--- config.mk ---
export PLATFORM = sky130hd
export DESIGN_NAME = hourglass_pair_timer
export DESIGN_NICKNAME = d
export VERILOG_FILES = /design/src/rtl/hourglass_pair_timer.sv
export SDC_FILE = /design/constraint.sdc
export NUM_CORES = 1
export LEC_CHECK = 0
export ABC_AREA = 1
export CAP_MARGIN = 0
export CORE_UTILIZATION = 40
export CTS_CLUSTER_DIAMETER = 200
export DETAILED_ROUTE_END_ITERATION = 6
export GPL_TIMING_DRIVEN = 0
export PLACE_DENSITY = 0.64
export SLEW_MARGIN = 20
export SYNTH_ARGS = -nofsm -noshare
export SYNTH_HDL_FRONTEND = slang
export SYNTH_SLANG_ARGS = --single-unit
--- constraint.sdc ---
create_clock -name clock -period 4.3 [get_ports clock]
set_input_delay 0.86 -clock clock [delete_from_list [all_inputs] [get_ports clock]]
set_output_delay 0.86 -clock clock [all_outputs]
set_load 0.005 [all_outputs]
--- src/rtl/hourglass_pair_timer.sv ---
// hourglass_pair_timer
// Two-hourglass interval measurer. Each glass tracks the sand left in its top
// half. Every clock in RUN, the smaller nonzero top drains completely (one
// "event"), and that amount is subtracted from the interval still to measure.
// Turn requests are registered and flip their glass one cycle later.
// The failed and stalled flags are combinational views of the registered state.
module hourglass_pair_timer #(
    parameter int          W            = 8,
    parameter int          CAPW         = 3,
    parameter int          SMALL        = 4,
    parameter int          LARGE        = 7,
    parameter int          EVW          = 4,
    parameter logic [31:0] UNREACH_MASK = 32'h0000_006E
) (
    input  logic            clock,
    input  logic            reset_n,
    input  logic            start,
    input  logic [W-1:0]    start_time,
    input  logic            turn_small,
    input  logic            turn_large,
    output logic            busy,
    output logic            done,
    output logic            failed,
    output logic            stalled,
    output logic [W-1:0]    remaining,
    output logic [CAPW-1:0] small_top,
    output logic [CAPW-1:0] large_top,
    output logic [EVW-1:0]  event_count
);

    typedef enum logic [1:0] {
        ST_IDLE = 2'd0,
        ST_RUN  = 2'd1,
        ST_DONE = 2'd2
    } state_t;

    // Capacities in top-half width. The flip computes capacity - top, which
    // cannot underflow because a top never exceeds its capacity.
    localparam logic [CAPW-1:0] SMALL_CAP = CAPW'(SMALL);
    localparam logic [CAPW-1:0] LARGE_CAP = CAPW'(LARGE);
    localparam logic [EVW-1:0]  EV_MAX    = {EVW{1'b1}};
    localparam logic [EVW-1:0]  EV_ONE    = EVW'(1);

    // Wide enough to compare remaining against 32 even when W is narrow.
    localparam int RW = (W > 6) ? W : 6;

    // Registered state
    state_t          state_q, state_d;
    logic [W-1:0]    remaining_q, remaining_d;
    logic [CAPW-1:0] small_top_q, small_top_d;
    logic [CAPW-1:0] large_top_q, large_top_d;
    logic [EVW-1:0]  event_count_q, event_count_d;
    logic            ts_q, ts_d;
    logic            tl_q, tl_d;
    logic            busy_q, busy_d;
    logic            done_q, done_d;

    // Datapath intermediates
    logic [CAPW-1:0] step;
    logic [W-1:0]    step_w;
    logic            step_nz;
    logic            can_drain;
    logic [W-1:0]    rem_after;
    logic [CAPW-1:0] small_after;
    logic [CAPW-1:0] large_after;
    logic [RW-1:0]   rem_ext;
    logic            rem_in_mask;
    logic            run_now;

    // Drain amount: the smaller nonzero top, or zero when both glasses are empty.
    always_comb begin
        step = '0;
        if (small_top_q == '0) begin
            step = large_top_q;
        end else if (large_top_q == '0) begin
            step = small_top_q;
        end else if (small_top_q < large_top_q) begin
            step = small_top_q;
        end else begin
            step = large_top_q;
        end
    end

    assign step_w    = W'(step);
    assign step_nz   = (step != '0);
    assign can_drain = step_nz && (remaining_q >= step_w);
    assign run_now   = (state_q == ST_RUN);

    // Tops and remaining after a possible drain, before any flip.
    always_comb begin
        rem_after   = remaining_q;
        small_after = small_top_q;
        large_after = large_top_q;
        if (can_drain) begin
            rem_after = remaining_q - step_w;
            if (small_top_q != '0) begin
                small_after = small_top_q - step;
            end
            if (large_top_q != '0) begin
                large_after = large_top_q - step;
            end
        end
    end

    // Next-state logic: start wins from any state; only RUN advances the glasses.
    always_comb begin
        state_d       = state_q;
        remaining_d   = remaining_q;
        small_top_d   = small_top_q;
        large_top_d   = large_top_q;
        event_count_d = event_count_q;
        ts_d          = ts_q;
        tl_d          = tl_q;

        if (start) begin
            remaining_d   = start_time;
            small_top_d   = '0;
            large_top_d   = '0;
            event_count_d = '0;
            ts_d          = 1'b0;
            tl_d          = 1'b0;
            state_d       = (start_time == '0) ? ST_DONE : ST_RUN;
        end else if (state_q == ST_RUN) begin
            // Requests sampled now are what flips the glasses next cycle.
            ts_d = turn_small;
            tl_d = turn_large;

            remaining_d = rem_after;
            if (can_drain && (event_count_q != EV_MAX)) begin
                event_count_d = event_count_q + EV_ONE;
            end

            // Flip is applied after the drain, using last cycle's requests.
            small_top_d = ts_q ? (SMALL_CAP - small_after) : small_after;
            large_top_d = tl_q ? (LARGE_CAP - large_after) : large_after;

            if (rem_after == '0) begin
                state_d = ST_DONE;
            end
        end
    end

    // Status flags are registered from the next state so they track state_q exactly.
    always_comb begin
        busy_d = (state_d == ST_RUN);
        done_d = (state_d == ST_DONE);
    end

    // State and datapath registers; reset aborts any run at once.
    always_ff @(posedge clock or negedge reset_n) begin
        if (!reset_n) begin
            state_q       <= ST_IDLE;
            remaining_q   <= '0;
            small_top_q   <= '0;
            large_top_q   <= '0;
            event_count_q <= '0;
            ts_q          <= 1'b0;
            tl_q          <= 1'b0;
            busy_q        <= 1'b0;
            done_q        <= 1'b0;
        end else begin
            state_q       <= state_d;
            remaining_q   <= remaining_d;
            small_top_q   <= small_top_d;
            large_top_q   <= large_top_d;
            event_count_q <= event_count_d;
            ts_q          <= ts_d;
            tl_q          <= tl_d;
            busy_q        <= busy_d;
            done_q        <= done_d;
        end
    end

    // Unmeasurable-interval lookup, limited to intervals below 32.
    always_comb begin
        rem_ext     = RW'(remaining_q);
        rem_in_mask = 1'b0;
        if (rem_ext < RW'(32)) begin
            rem_in_mask = UNREACH_MASK[rem_ext[4:0]];
        end
    end

    assign busy        = busy_q;
    assign done        = done_q;
    assign failed      = run_now && rem_in_mask;
    assign stalled     = run_now && step_nz && (remaining_q < step_w);
    assign remaining   = remaining_q;
    assign small_top   = small_top_q;
    assign large_top   = large_top_q;
    assign event_count = event_count_q;

endmodule

Word-level counts from Yosys, hierarchy flattened
Memories as Yosys holds them, arrays and structs flattened.
Index checks and enable logic that the tools add are counted.

word-level totals
  memories kept = 1
  bits of input ports = 13
  memory bits (read-only) = 32
  output and inout bits = 22
  register bits after elaboration = 24
  logic and storage cells = 69

memory list
  name             depth  width  rd ports  clocked after Yosys merged registers in  write ports  RTL line  text
  (no name shown)  32     1      1         0                                        0            179       rem_in_mask = UNREACH_MASK[rem_ext[4:0]];

cells by class
  reduce and logical (&&, ||, !) cells = 15
  order comparisons = 5
  add/subtract/negate cells = 6
  muxes and demuxes = 29
  eq/ne operators = 4

operators by type and width
  kind                                                  count
  2-to-1 mux 3 bit                                      13
  2-to-1 mux 8 bit                                      3
  logical NOT 8 bit                                     2
  2-to-1 mux 4 bit                                      3
  nonzero test 3 bit                                    3
  >= comparator 8 x 3 -> 1 bit                          1
  < comparator 8 x 3 -> 1 bit                           1
  < comparator 8 x 6 -> 1 bit (second input constant)   1
  2-to-1 mux 2 bit                                      4
  subtractor 8 x 3 -> 8 bit                             1
  logical NOT 3 bit                                     2
  < comparator 5 x 6 -> 1 bit (second input constant)   1
  2-to-1 mux 1 bit                                      6
  subtractor 3 bit                                      2
  subtractor 3 bit (first input constant)               2
  logical AND 1 bit                                     5
  adder 4 x 1 -> 4 bit (second input constant)          1
  equality test 2 x 1 -> 1 bit (second input constant)  2
  inequality test 4 bit (second input constant)         1
  nonzero test 2 bit                                    2
  < comparator 3 bit                                    1
  equality test 2 bit (second input constant)           1
  AND reduction 2 bit                                   1

Depth between registers and ports, before layout
  depth in word-level cells = 12
  gate-level depth with buffers = 29
  gate-level depth less buffers = 29

Least setup slack after synthesis
No wires, ideal clock.

  path kind = register to register
  start = register small_top_q[2] (netlist: small_top[2])
  end = register small_top_q[1] (netlist: small_top[1])
  arrival time = 3.105 ns
  setup slack = 1.066 ns
  cell stages (with the launch flop) = 21
  clock period less this slack = 3.234 ns
  buffers on the path = 1
  data required time = 4.171 ns
  cell sequence = dfrtp_1 > ha_1 > a21oi_1 > nand2_1 > nand2_2 > nand2_2 > nand2_1 > nand2_1 > ha_1 > inv_1 > nor3_1 > nand3_4 > nand2_4 > nor2_1 > nor2_4 > buf_4 > nor2_1 > a31oi_1 > ha_1 > o211ai_1 > o21ai_1

on the way
  cells in the longest elaborated chain, start to end = 11
  elaborated cells on any way between the ends = 16
  classes of those cells = add/sub: 2; order compare: 2; mux: 8; reduce/logical: 4

ends and longest elaborated chain
  what                                                          RTL line  text
  start: declaration                                            50        logic [CAPW-1:0] small_top_q, small_top_d;
  start signal: assignment                                      164       small_top_q <= small_top_d;
  < comparator 3 bit                                            77        end else if (small_top_q < large_top_q) begin
  2-to-1 mux 3 bit                                              77
  2-to-1 mux 3 bit                                              75        end else if (large_top_q == '0) begin
  2-to-1 mux 3 bit                                              73        if (small_top_q == '0) begin
  >= comparator 8 x 3 -> 1 bit (tied with other cells)          86        assign can_drain = step_nz && (remaining_q >= step_w);
  logical AND 1 bit / 2-to-1 mux 3 bit (equally long branches)  86, 96
  2-to-1 mux 3 bit (*)                                          94        if (can_drain) begin
  subtractor 3 bit                                              134       small_top_d = ts_q ? (SMALL_CAP - small_after) : small_after;
  2-to-1 mux 3 bit (*)                                          134
  2-to-1 mux 3 bit (*)                                          123       end else if (state_q == ST_RUN) begin
  2-to-1 mux 3 bit (*)                                          115       if (start) begin

Every way passes the cells marked *; elsewhere a longest branch is shown, timed or not. The select of a mux whose other input is x is not followed.
A chain may end at the register's enable or synchronous reset.

Worst setup path in the final report
  start = register small_top_q[2] (netlist: small_top[2])
  end = output port stalled

on the way
  cells in the longest elaborated chain, start to end = 7
  elaborated cells on any way between the ends = 9
  classes of those cells = order compare: 2; mux: 3; reduce/logical: 4

ends and longest elaborated chain
  what                                                                                 RTL line  text
  < comparator 3 bit                                                                   77
  2-to-1 mux 3 bit                                                                     77
  2-to-1 mux 3 bit                                                                     75
  2-to-1 mux 3 bit (*)                                                                 73
  parallel branches: the longest is 2 deep, another holds < comparator 8 x 3 -> 1 bit  --
  logical AND 1 bit (*)                                                                186       assign stalled = run_now && step_nz && (remaining_q < step_w);
  end: declaration                                                                     24        output logic stalled,

Every way passes the cells marked *.

==> results.md <==
- Setup TNS: 0 ns
- Setup crit start kind: flop
- Crit share post-route: 0.936
- Mean Syn Cell Area: 7.09 µm²
- Share of the synthesized area in the top cell type: 0.297
- Clock network power share: 0.085
- Worst Setup Path Type: flop to output port
- GRT overflow: 0
- Most frequent cells in the layout: 68 x nand2_1, 45 x inv_1, 33 x clkdlybuf4s50_1, 23 x dfrtp_1, 22 x nor2_1
- Root buf cell: clkbuf_8
- Dominant cells by area after synthesis: dfrtp_1 30%, nand2_1 13%, inv_1 8.4%
- Vias: 1946
- Worst slew margin: 0.447
- Number of post-CTS setup repair buffers: 0
- Layout cells sized above 1: 0.0960
- Worst Path Max Fanout: 6
- R2r setup slk: 0.56 ns
- Die H: 73.1 µm
- GPL Wtd Cong: 0.826
- Commonest non-fill, non-tap cell in the layout: nand2_1
- Clock Pin Slew Worst Setup and Hold Paths: 0.09 ns
- Max Slew Vio Count: 0
- Synth cell types: 35
- Max_cap viols: 0
- Core area: 0.00479 mm²
- Die Wd: 73.1 µm
- Fillers: 484
- Peak per-stage delay on the critical path: 0.55 ns
- Synth Cell Area: 0.00202 mm²
- Largest area contributor in the netlist: dfrtp_1
- EDFF count, synth: 0
- Starting Density: 0.422
- Initial antenna violation count: 0
- #FFs+latches synth: 24
- Clk sink count: 24
- Post-detailed-placement half-perimeter wirelength: 3890 µm
- Tmin final: 4.03 ns
- Layout area overhead: 24.3%
- DRC viols: 0
- Total GRT Usage: 0.199
- Async SR Flop Fraction: 1.00
- Synth warn: 0
- Worst hold path class: input pin to asynchronous set/reset pin
- Worst r2r dst: small_top[1]$_DFFE_PN0P_
- Routed Antenna Nets: 0
- Nets: 350
- Combinational share of power: 0.751
- FMAX: 248 MHz
- Worst Clk Skew: 0.00642 ns
- Num rows: 25
- Setup violations, final: 0
- CTS Buffer Depth: 2
- RSZ-0062 raised after global routing: no
- Depth of the CTS H-tree: 1
- Fin cells: 390
- Detailed Route Iter0 Violations: 172
- Flop pwr share: 0.164
- WP data required: 3.44 ns
- Global-route wire length before repair: 8310 µm
- R2r startpoint: small_top[2]$_DFFE_PN0P_
- WL/cell: 12.6 µm
- Static leakage: 1.20 nW
- PD cells: 937 mW/mm²
- Ys flop type: dfrtp_1
- Worst Reg2Reg Path Length in Cells: 20
- I/O Pins: 35
- Mapped Nets: 311
- Worst IR Drop VDD: 0.344 mV
- Vias in the first global route: 1772
- Crit path max-delay cell type: clkdlybuf4s50_1
- Detailed-route vias per instance: 4.99
- Largest net degree at the start of global routing: 25
- Pre-antenna DRT Iters: 4
- Outcome: finished, final reports clean
- Clock latency on the worst-skew pair: 0.27 ns
- Sw Pwr: 1.25 mW
- Die Area: 0.00534 mm²
- Internal cell power: 1.10 mW
- Sw frac: 0.533
- Cells after DPL: 386
- Sequential share of the synthesized area: 0.297
- Worst Path Arrival: 3.17 ns
- Worst slew pin tran: 0.816 ns
- Crit-path cells: ha_1 > a21oi_1 > nand2_1 > nand2_2 > nand2_2 > nand2_2 > nand3_1 > nand2_1 > inv_1 > ha_1 > inv_1 > nand2_4 > nand2_4 > nand2_4 > nor4_1 > clkdlybuf4s50_1
- Number of port buffers: 34
- Antenna diode count: 0
- CTS tree: built
- Final Hold Violating Endpoints: 0
- Routed wire length: 4920 µm
- Critical path capture point type: output port
- CTS buffer count: 3
- Post-Synthesis Cells: 285
## layer usage
metal,routed length [µm],track usage,vias up
met5,0,0,-
met4,40,0.0523,0
met3,167,0.0110,4
met2,2170,0.306,37
met1,2550,0.302,883
li1,-,-,1022
## flip-flops by register name, summed over array words and instances (netlist names)
register	count
done	1
remaining	8
small_top	3
large_top	3
event_count	4
ts_q	1
busy	1
tl_q	1
state_q	2
## synth_stat cells (2+ instances only)
master and number:
nand2_4 6, o21ai_0 9, nor2_2 2, nand3_1 16
ha_1 13, o22ai_1 4, clkbuf_1 3, nand2_1 68
xor2_1 5, nor3_1 6, nand3_2 2, o21ai_1 6
a31oi_1 3, a221o_1 2, a21oi_1 9, nand2_2 4
nor2_1 22, nor4_1 3, dfrtp_1 24, nand4_1 6
inv_2 6, nor3b_1 3, nand3b_1 2, inv_1 45
o221ai_1 6
## layout make-up
type,instances,area (µm²),share of cell area
Multi-Input combinational cell,205,1200,0.480
Sequential cell,24,602,0.240
Timing Repair Buffer,34,335,0.134
Inverter,52,195,0.0777
Tap cell,67,83.8,0.0334
Clock buffer,3,41.3,0.0164
Clock inverter,1,30.0,0.0120
Buffer,4,18.8,0.00747
## power groups by stage
stage          clock, mW  combinational (mW)  sequential, mW
6_report           0.200                1.77           0.386
5_1_grt            0.209                2.01           0.397
4_1_cts            0.201                1.77           0.386
3_5_place_dp           0                1.75           0.390
3_3_place_gp           0                1.74           0.391
2_1_floorplan          0                1.31           0.376
## metrics by stage
step	cell area, µm²	setup slack [ns]	power, mW	hold slack [ns]	utilization
floorplan	2020	1.07	1.69	0.542	-
global placement	2440	0.552	2.13	0.555	0.511
detailed placement	2440	0.537	2.14	0.563	0.511
CTS	2510	0.223	2.35	0.574	0.525
global route	2510	0.0121	2.61	0.594	0.525
finish	2510	0.275	2.35	0.549	0.525
## worst max-delay path by stage
stage,start,to,cells past startpoint,slack (ns)
CTS,large_top[2]$_DFFE_PN0P_,stalled,17,0.22
finish,small_top[2]$_DFFE_PN0P_,stalled,16,0.27
detailed placement,large_top[2]$_DFFE_PN0P_,stalled,17,0.54
global placement,large_top[2]$_DFFE_PN0P_,stalled,17,0.55
global route,small_top[2]$_DFFE_PN0P_,stalled,16,0.01
floorplan,small_top[2]$_DFFE_PN0P_,small_top[1]$_DFFE_PN0P_,20,1.07
## critical path: cells and delay by family, from the launching register on
| kind | cells | cell delay [ns] |
|---|---|---|
| AO/OA/AOI/OAI | 1 | 0.15 |
| adder cells (fa/ha/maj) | 2 | 0.54 |
| flip-flops | 1 | 0.49 |
| buffers and inverters | 3 | 0.71 |
| AND/OR/NAND/NOR | 10 | 1.01 |
## timing repair
item / in CTS / in global routing
resized for setup: 0 / 1
endpoints found under the setup margin: 0 / 1
hold buffers: 0 / 0
## cells by family after synthesis
kind of cell	after synthesis	synth area share
buffers and inverters	56	0.106
adder cells (fa/ha/maj)	13	0.0805
AND/OR/NAND/NOR	143	0.353
AO/OA/AOI/OAI	44	0.142
XOR/XNOR	5	0.0217
flip-flops	24	0.297
Power figures use the tool's default switching activity.
==> variant 1: new RTL, same settings <==
Set the parameter `CAPW` to 2 (it was 3).
--- a/src/rtl/hourglass_pair_timer.sv
+++ b/src/rtl/hourglass_pair_timer.sv
@@ -6,7 +6,7 @@
 // The failed and stalled flags are combinational views of the registered state.
 module hourglass_pair_timer #(
     parameter int          W            = 8,
-    parameter int          CAPW         = 3,
+    parameter int          CAPW         = 2,
     parameter int          SMALL        = 4,
     parameter int          LARGE        = 7,
     parameter int          EVW          = 4,
Ports: changed (resized large_top and small_top); port bits go from 35 to 33. The function was not compared with the original's and may differ.
==> variant 1 against the original RTL <==
Core utilization grew 0.57 points. Sequential cell count down 2. Synthesized area shrank 15%. Power down 35%. Synthesized cell count is 23% lower. Cell area decreased by 14%. Routed wire length decreased by 22%. Setup slack improved by 0.36 ns.
==> variant 1: results (changes against the original RTL) <==
[metrics] Sw Ratio: 49.4% (-3.9 points)
[metrics] post-synthesis share of cell area spent on full adders, half adders and majority gates: 7.03% (-1.0 points)
[metrics] type of the worst min-delay path: flop to flop
[metrics] Commonest cells post-synth: sky130_fd_sc_hd__nand2_1, sky130_fd_sc_hd__inv_1, sky130_fd_sc_hd__dfrtp_1, sky130_fd_sc_hd__nor2_1
[metrics] result of the run: finished clean
[metrics] highest fanout seen on the critical path: 7 (+1)
[metrics] startpoint of the lowest-slack register-to-register path: large_top[1]$_DFFE_PN0P_
[metrics] slowest stage cell, crit path: sky130_fd_sc_hd__dfrtp_2
[metrics] count of placed standard cells including taps: 302 (-22%)
[metrics] routing usage on met2: 29.4% (-1.2 points)
[metrics] count of input and output buffers: 32 (-5.9%)
[metrics] wire length after detailed routing: 3830 um (-22%)
[metrics] largest clock skew in the final design: 0.00144 ns (-0.00498 ns)
[metrics] worst stage delay on the critical path: 0.46 ns (-0.09 ns)
[metrics] cell types with the largest area share after synthesis: sky130_fd_sc_hd__dfrtp_1, sky130_fd_sc_hd__nand2_1, sky130_fd_sc_hd__ha_1, sky130_fd_sc_hd__inv_1, sky130_fd_sc_hd__nand2_2
[metrics] Detailed Route Iter0 Violations: 108 (-37%)
[metrics] number of vias per cell after detailed routing: 5.05 (+1.2%)
[metrics] static leakage: 0.972 nW (-19%)
[metrics] vias post-DR: 1545 (-21%)
[metrics] data arrival time at the worst-slack endpoint: 2.81 ns (-0.36 ns)
[metrics] nets@finish: 279 (-20%)
[metrics] Final HPWL DP: 3020 um (-22%)
[metrics] reg2reg path depth: 21 (+5.0%)
[metrics] count of unique library cells instantiated by Yosys: 36 (+2.9%)
[metrics] Avg Synthesized Cell Area: 7.77 um^2 (+9.6%)
[metrics] fraction of final layout cells with drive strength greater than 1: 16.4% (+6.8 points)
[metrics] GR met1 Demand/Resource: 27.5% (-2.8 points)
[metrics] complex-gate fraction of the synthesized area: 12.3% (-1.9 points)
[metrics] pin count of the biggest net entering global routing: 23 (-8.0%)
[metrics] Final GP Congestion: 0.799 (-3.3%)
[metrics] dominant delay contributor by cell family on the critical path: adder cells
variant 1: cell count changes after synthesis, moves of 5 or more:
cell,before,now
sky130_fd_sc_hd__a21oi_1,9,3
sky130_fd_sc_hd__ha_1,13,8
sky130_fd_sc_hd__inv_1,45,23
sky130_fd_sc_hd__nand2_1,68,50
sky130_fd_sc_hd__nand2_2,4,12
sky130_fd_sc_hd__nor2_1,22,15
sky130_fd_sc_hd__xnor2_1,0,6
variant 1: cell type report:
cell class                 count  area [um^2]
tap                           50         62.6
fill                         394         1910
clock buffer                   4         55.1
multi-input combinational    165         1040
buffer                         1         3.75
sequential                    22          552
timing repair buffer          32          318
inverter                      32          123
variant 1: logic make-up (layout without fill, tap and decap cells):
group | after synthesis | in the layout
AO/OA/AOI/OAI | 30 | 30
buffers and inverters | 33 | 69
flip-flops | 22 | 22
AND/OR/NAND/NOR | 117 | 117
XOR/XNOR | 9 | 9
adder cells (fa/ha/maj) | 9 | 9
variant 1: power by group through the flow:
| stage | clock [mW] | sequential, mW | combinational [mW] |
|---|---|---|---|
| floorplan | 0 | 0.338 | 0.753 |
| global placement | 0 | 0.352 | 1.01 |
| detailed placement | 0 | 0.353 | 1.02 |
| CTS | 0.152 | 0.349 | 1.03 |
| global route | 0.159 | 0.360 | 1.15 |
| finish | 0.148 | 0.348 | 1.02 |
variant 1: worst min-delay path by stage:
stage | from | endpoint
5_1_grt | ts_q$_DFFE_PN0P_ | ts_q$_DFFE_PN0P_
3_3_place_gp | ts_q$_DFFE_PN0P_ | ts_q$_DFFE_PN0P_
3_5_place_dp | ts_q$_DFFE_PN0P_ | ts_q$_DFFE_PN0P_
4_1_cts | ts_q$_DFFE_PN0P_ | ts_q$_DFFE_PN0P_
2_1_floorplan | ts_q$_DFFE_PN0P_ | ts_q$_DFFE_PN0P_
6_report | ts_q$_DFFE_PN0P_ | ts_q$_DFFE_PN0P_
variant 1: routing by layer:
metal	routed length (um)	up-vias	share of wire, %
met5	0	-	0
met3	115	4	3.0
met2	1770	24	46
met4	37	0	0.97
met1	1900	716	50
li1	-	801	-
variant 1: per-stage QoR:
stage	cell area, um^2	total power [mW]	hold slack [ns]	worst slack [ns]
6_report	2150	1.52	0.517	0.634
5_1_grt	2150	1.67	0.542	0.338
2_1_floorplan	1710	1.09	0.466	1.15
3_3_place_gp	2090	1.36	0.486	0.428
3_5_place_dp	2090	1.37	0.495	0.414
4_1_cts	2150	1.53	0.521	0.124
==> variant 2: new RTL, same flow settings <==
Made on the original files. Register the outputs `failed` and `stalled`, cleared by the reset; this adds one clock of latency there. The other outputs are not delayed to match. Comments in the files are not updated.
--- a/src/rtl/hourglass_pair_timer.sv
+++ b/src/rtl/hourglass_pair_timer.sv
@@ -182,8 +182,15 @@
 
     assign busy        = busy_q;
     assign done        = done_q;
-    assign failed      = run_now && rem_in_mask;
-    assign stalled     = run_now && step_nz && (remaining_q < step_w);
+    always_ff @(posedge clock or negedge reset_n) begin
+        if (!reset_n) begin
+            failed  <= '0;
+            stalled <= '0;
+        end else begin
+            failed  <= run_now && rem_in_mask;
+            stalled <= run_now && step_nz && (remaining_q < step_w);
+        end
+    end
     assign remaining   = remaining_q;
     assign small_top   = small_top_q;
     assign large_top   = large_top_q;
Formal check against the unedited RTL: not equivalent (a bounded check fails within 4 cycles, from zero or initial values and one cycle with reset_n low).
==> variant 2 against the original RTL <==
Synthesized area is 4.3% higher. Synthesized cell count up 1.4%. Cell area increased by 2.3%. Routed wire length grew 2.9%. Clock skew is 0.0025 ns lower. Sequential cell count rose by 2. Via count is 1.4% higher. Sequential power up 5%. Power shrank 0.40%. First-iteration DRC count is 33% lower. Setup slack improved by 0.42 ns. Critical path type is now flop to flop. Critical endpoint is now small_top[1]$_DFFE_PN0P_. Largest power group unchanged.
==> variant 2: results (changes against the original RTL) <==
[metrics] later-pin clock latency in the skew report: 0.27 ns (about the same)
[metrics] count of placed standard cells including taps: 393 (+1.8%)
[metrics] highest fanout seen on the critical path: 10 (+4)
[metrics] count of unique library cells instantiated by Yosys: 34 (-2.9%)
[metrics] type of the worst min-delay path: flop to flop
[metrics] Detailed Route Iter0 Violations: 116 (-33%)
[metrics] pre-CTS setup slack: 0.695 ns (+0.158 ns)
[metrics] diode count: 0 (unchanged)
[metrics] largest voltage drop on the vdd net: 0.000313 V (-9.2%)
[metrics] asr flop ratio synth: 100% (unchanged)
[metrics] Reg clk slew, reported paths: 0.09 ns (about the same)
[metrics] Final GP Congestion: 0.847 (+2.5%)
[metrics] Final HPWL DP: 3980 um (+2.2%)
[metrics] fraction of the yosys area taken by sequential cells: 30.9% (+1.2 points)
[metrics] Commonest cells post-synth: sky130_fd_sc_hd__nand2_1, sky130_fd_sc_hd__inv_1, sky130_fd_sc_hd__dfrtp_1, sky130_fd_sc_hd__nor2_1, sky130_fd_sc_hd__nand3_1
[metrics] P_comb: 1.79 mW
[metrics] Initial DRT Pass Iterations: 5 (+1)
[metrics] Post-Syn Nets: 315 (+1.3%)
[metrics] count of fill cells added during filler insertion: 534 (+10%)
[metrics] fraction of final layout cells with drive strength greater than 1: 11.3% (+1.8 points)
[metrics] pin count of the biggest net entering global routing: 27 (+8.0%)
[metrics] gate count of the mapped netlist: 289 (+1.4%)
[metrics] vias post-DR: 1974 (+1.4%)
[metrics] placed cell area: 2530 um^2 (+3.5%)
[metrics] Worst-Margin Slew: 0.623 ns (-0.193 ns)
[metrics] vias in the first global route: 1803 (+1.7%)
[metrics] Layout Cells excl Fill: 396 (+1.5%)
[metrics] result of the run: finished clean
[metrics] wire length after detailed routing: 5070 um (+2.9%)
[metrics] static leakage: 1.24 nW (+3.1%)
[metrics] data arrival time at the worst-slack endpoint: 3.76 ns (+0.59 ns)
[metrics] nets@finish: 354 (+1.1%)
[metrics] global router's overall resource usage: 19.9% (-0.060 points)
[metrics] most frequently used flop master after synthesis: sky130_fd_sc_hd__dfrtp_1
[metrics] global-route wire length before repair: 8380 um (+0.91%)
[metrics] cell types with the largest area share after synthesis: sky130_fd_sc_hd__dfrtp_1, sky130_fd_sc_hd__nand2_1, sky130_fd_sc_hd__inv_1, sky130_fd_sc_hd__ha_1, sky130_fd_sc_hd__nand3_1
[metrics] switching power: 1.26 mW (about the same)
[metrics] largest clock skew in the final design: 0.00397 ns (-0.00245 ns)
[metrics] power share of the clock group: 6.1% (-2.4 points)
==> variant 2: worst paths after layout <==
| check | slack [ns] | end | cells after the start | from |
|---|---|---|---|---|
| max | 0.69 | small_top[1]$_DFFE_PN0P_ | 21 | large_top[2]$_DFFE_PN0P_ |
| min | 0.58 | large_top[0]$_DFFE_PN0P_ | 2 | tl_q$_DFFE_PN0P_ |
| max reg2reg | 0.69 | small_top[1]$_DFFE_PN0P_ | 21 | large_top[2]$_DFFE_PN0P_ |
| min reg2reg | 0.58 | large_top[0]$_DFFE_PN0P_ | 2 | tl_q$_DFFE_PN0P_ |
| max in group asynchronous | 3.30 | small_top[0]$_DFFE_PN0P_ | 1 | reset_n |
| min in group asynchronous | 0.59 | failed$_DFF_PN0_ | 1 | reset_n |
==> variant 2: worst max-delay path, cell delays in order (launching register included) <==
cell and delay (ns):
sky130_fd_sc_hd__dfrtp_1 0.50, sky130_fd_sc_hd__inv_2 0.09, sky130_fd_sc_hd__ha_1 0.30, sky130_fd_sc_hd__a21oi_1 0.15, sky130_fd_sc_hd__nand2_1 0.08, sky130_fd_sc_hd__nand2_2 0.09, sky130_fd_sc_hd__nand2_2 0.06, sky130_fd_sc_hd__nand2_1 0.05
sky130_fd_sc_hd__nand2_1 0.14, sky130_fd_sc_hd__ha_1 0.32, sky130_fd_sc_hd__inv_1 0.05, sky130_fd_sc_hd__nor3_1 0.21, sky130_fd_sc_hd__nand3_2 0.12, sky130_fd_sc_hd__nand2_2 0.12, sky130_fd_sc_hd__nor2_2 0.06, sky130_fd_sc_hd__nor2_4 0.14
sky130_fd_sc_hd__buf_6 0.17, sky130_fd_sc_hd__nor2_1 0.05, sky130_fd_sc_hd__a31oi_1 0.23, sky130_fd_sc_hd__ha_1 0.28, sky130_fd_sc_hd__o211ai_1 0.17, sky130_fd_sc_hd__o21ai_0 0.10
==> variant 2: stage by stage <==
stage	hold WS, ns	total power [mW]	utilization [%]
2_1_floorplan	0.532	1.74	-
3_3_place_gp	0.561	2.18	49.9
3_5_place_dp	0.562	2.19	49.8
4_1_cts	0.585	2.34	50.6
5_1_grt	0.629	2.61	50.6
6_report	0.580	2.34	50.6
==> variant 2: cell families after synthesis <==
logic type | share of synthesized area [%]
xor+xnor | 2.50
buf+inv | 10.9
compound gates | 14.1
flops | 30.9
fa+ha+maj | 7.72
simple gates | 33.9
==> variant 2: layout make-up <==
class	instances	area share, %
repair buffers	34	13.0
multi-input cells	206	47.7
plain buffers	5	1.31
flip-flops and latches	26	25.3
well taps	70	3.41
clock buffers	3	1.61
inverters	52	7.59
==> variant 2: metal layers <==
layer | share of wire (%) | track usage, %
met1 | 52 | 29.2
met2 | 44 | 30.9
met3 | 3.9 | 2.44
met4 | 0.87 | 4.61
met5 | 0 | 0
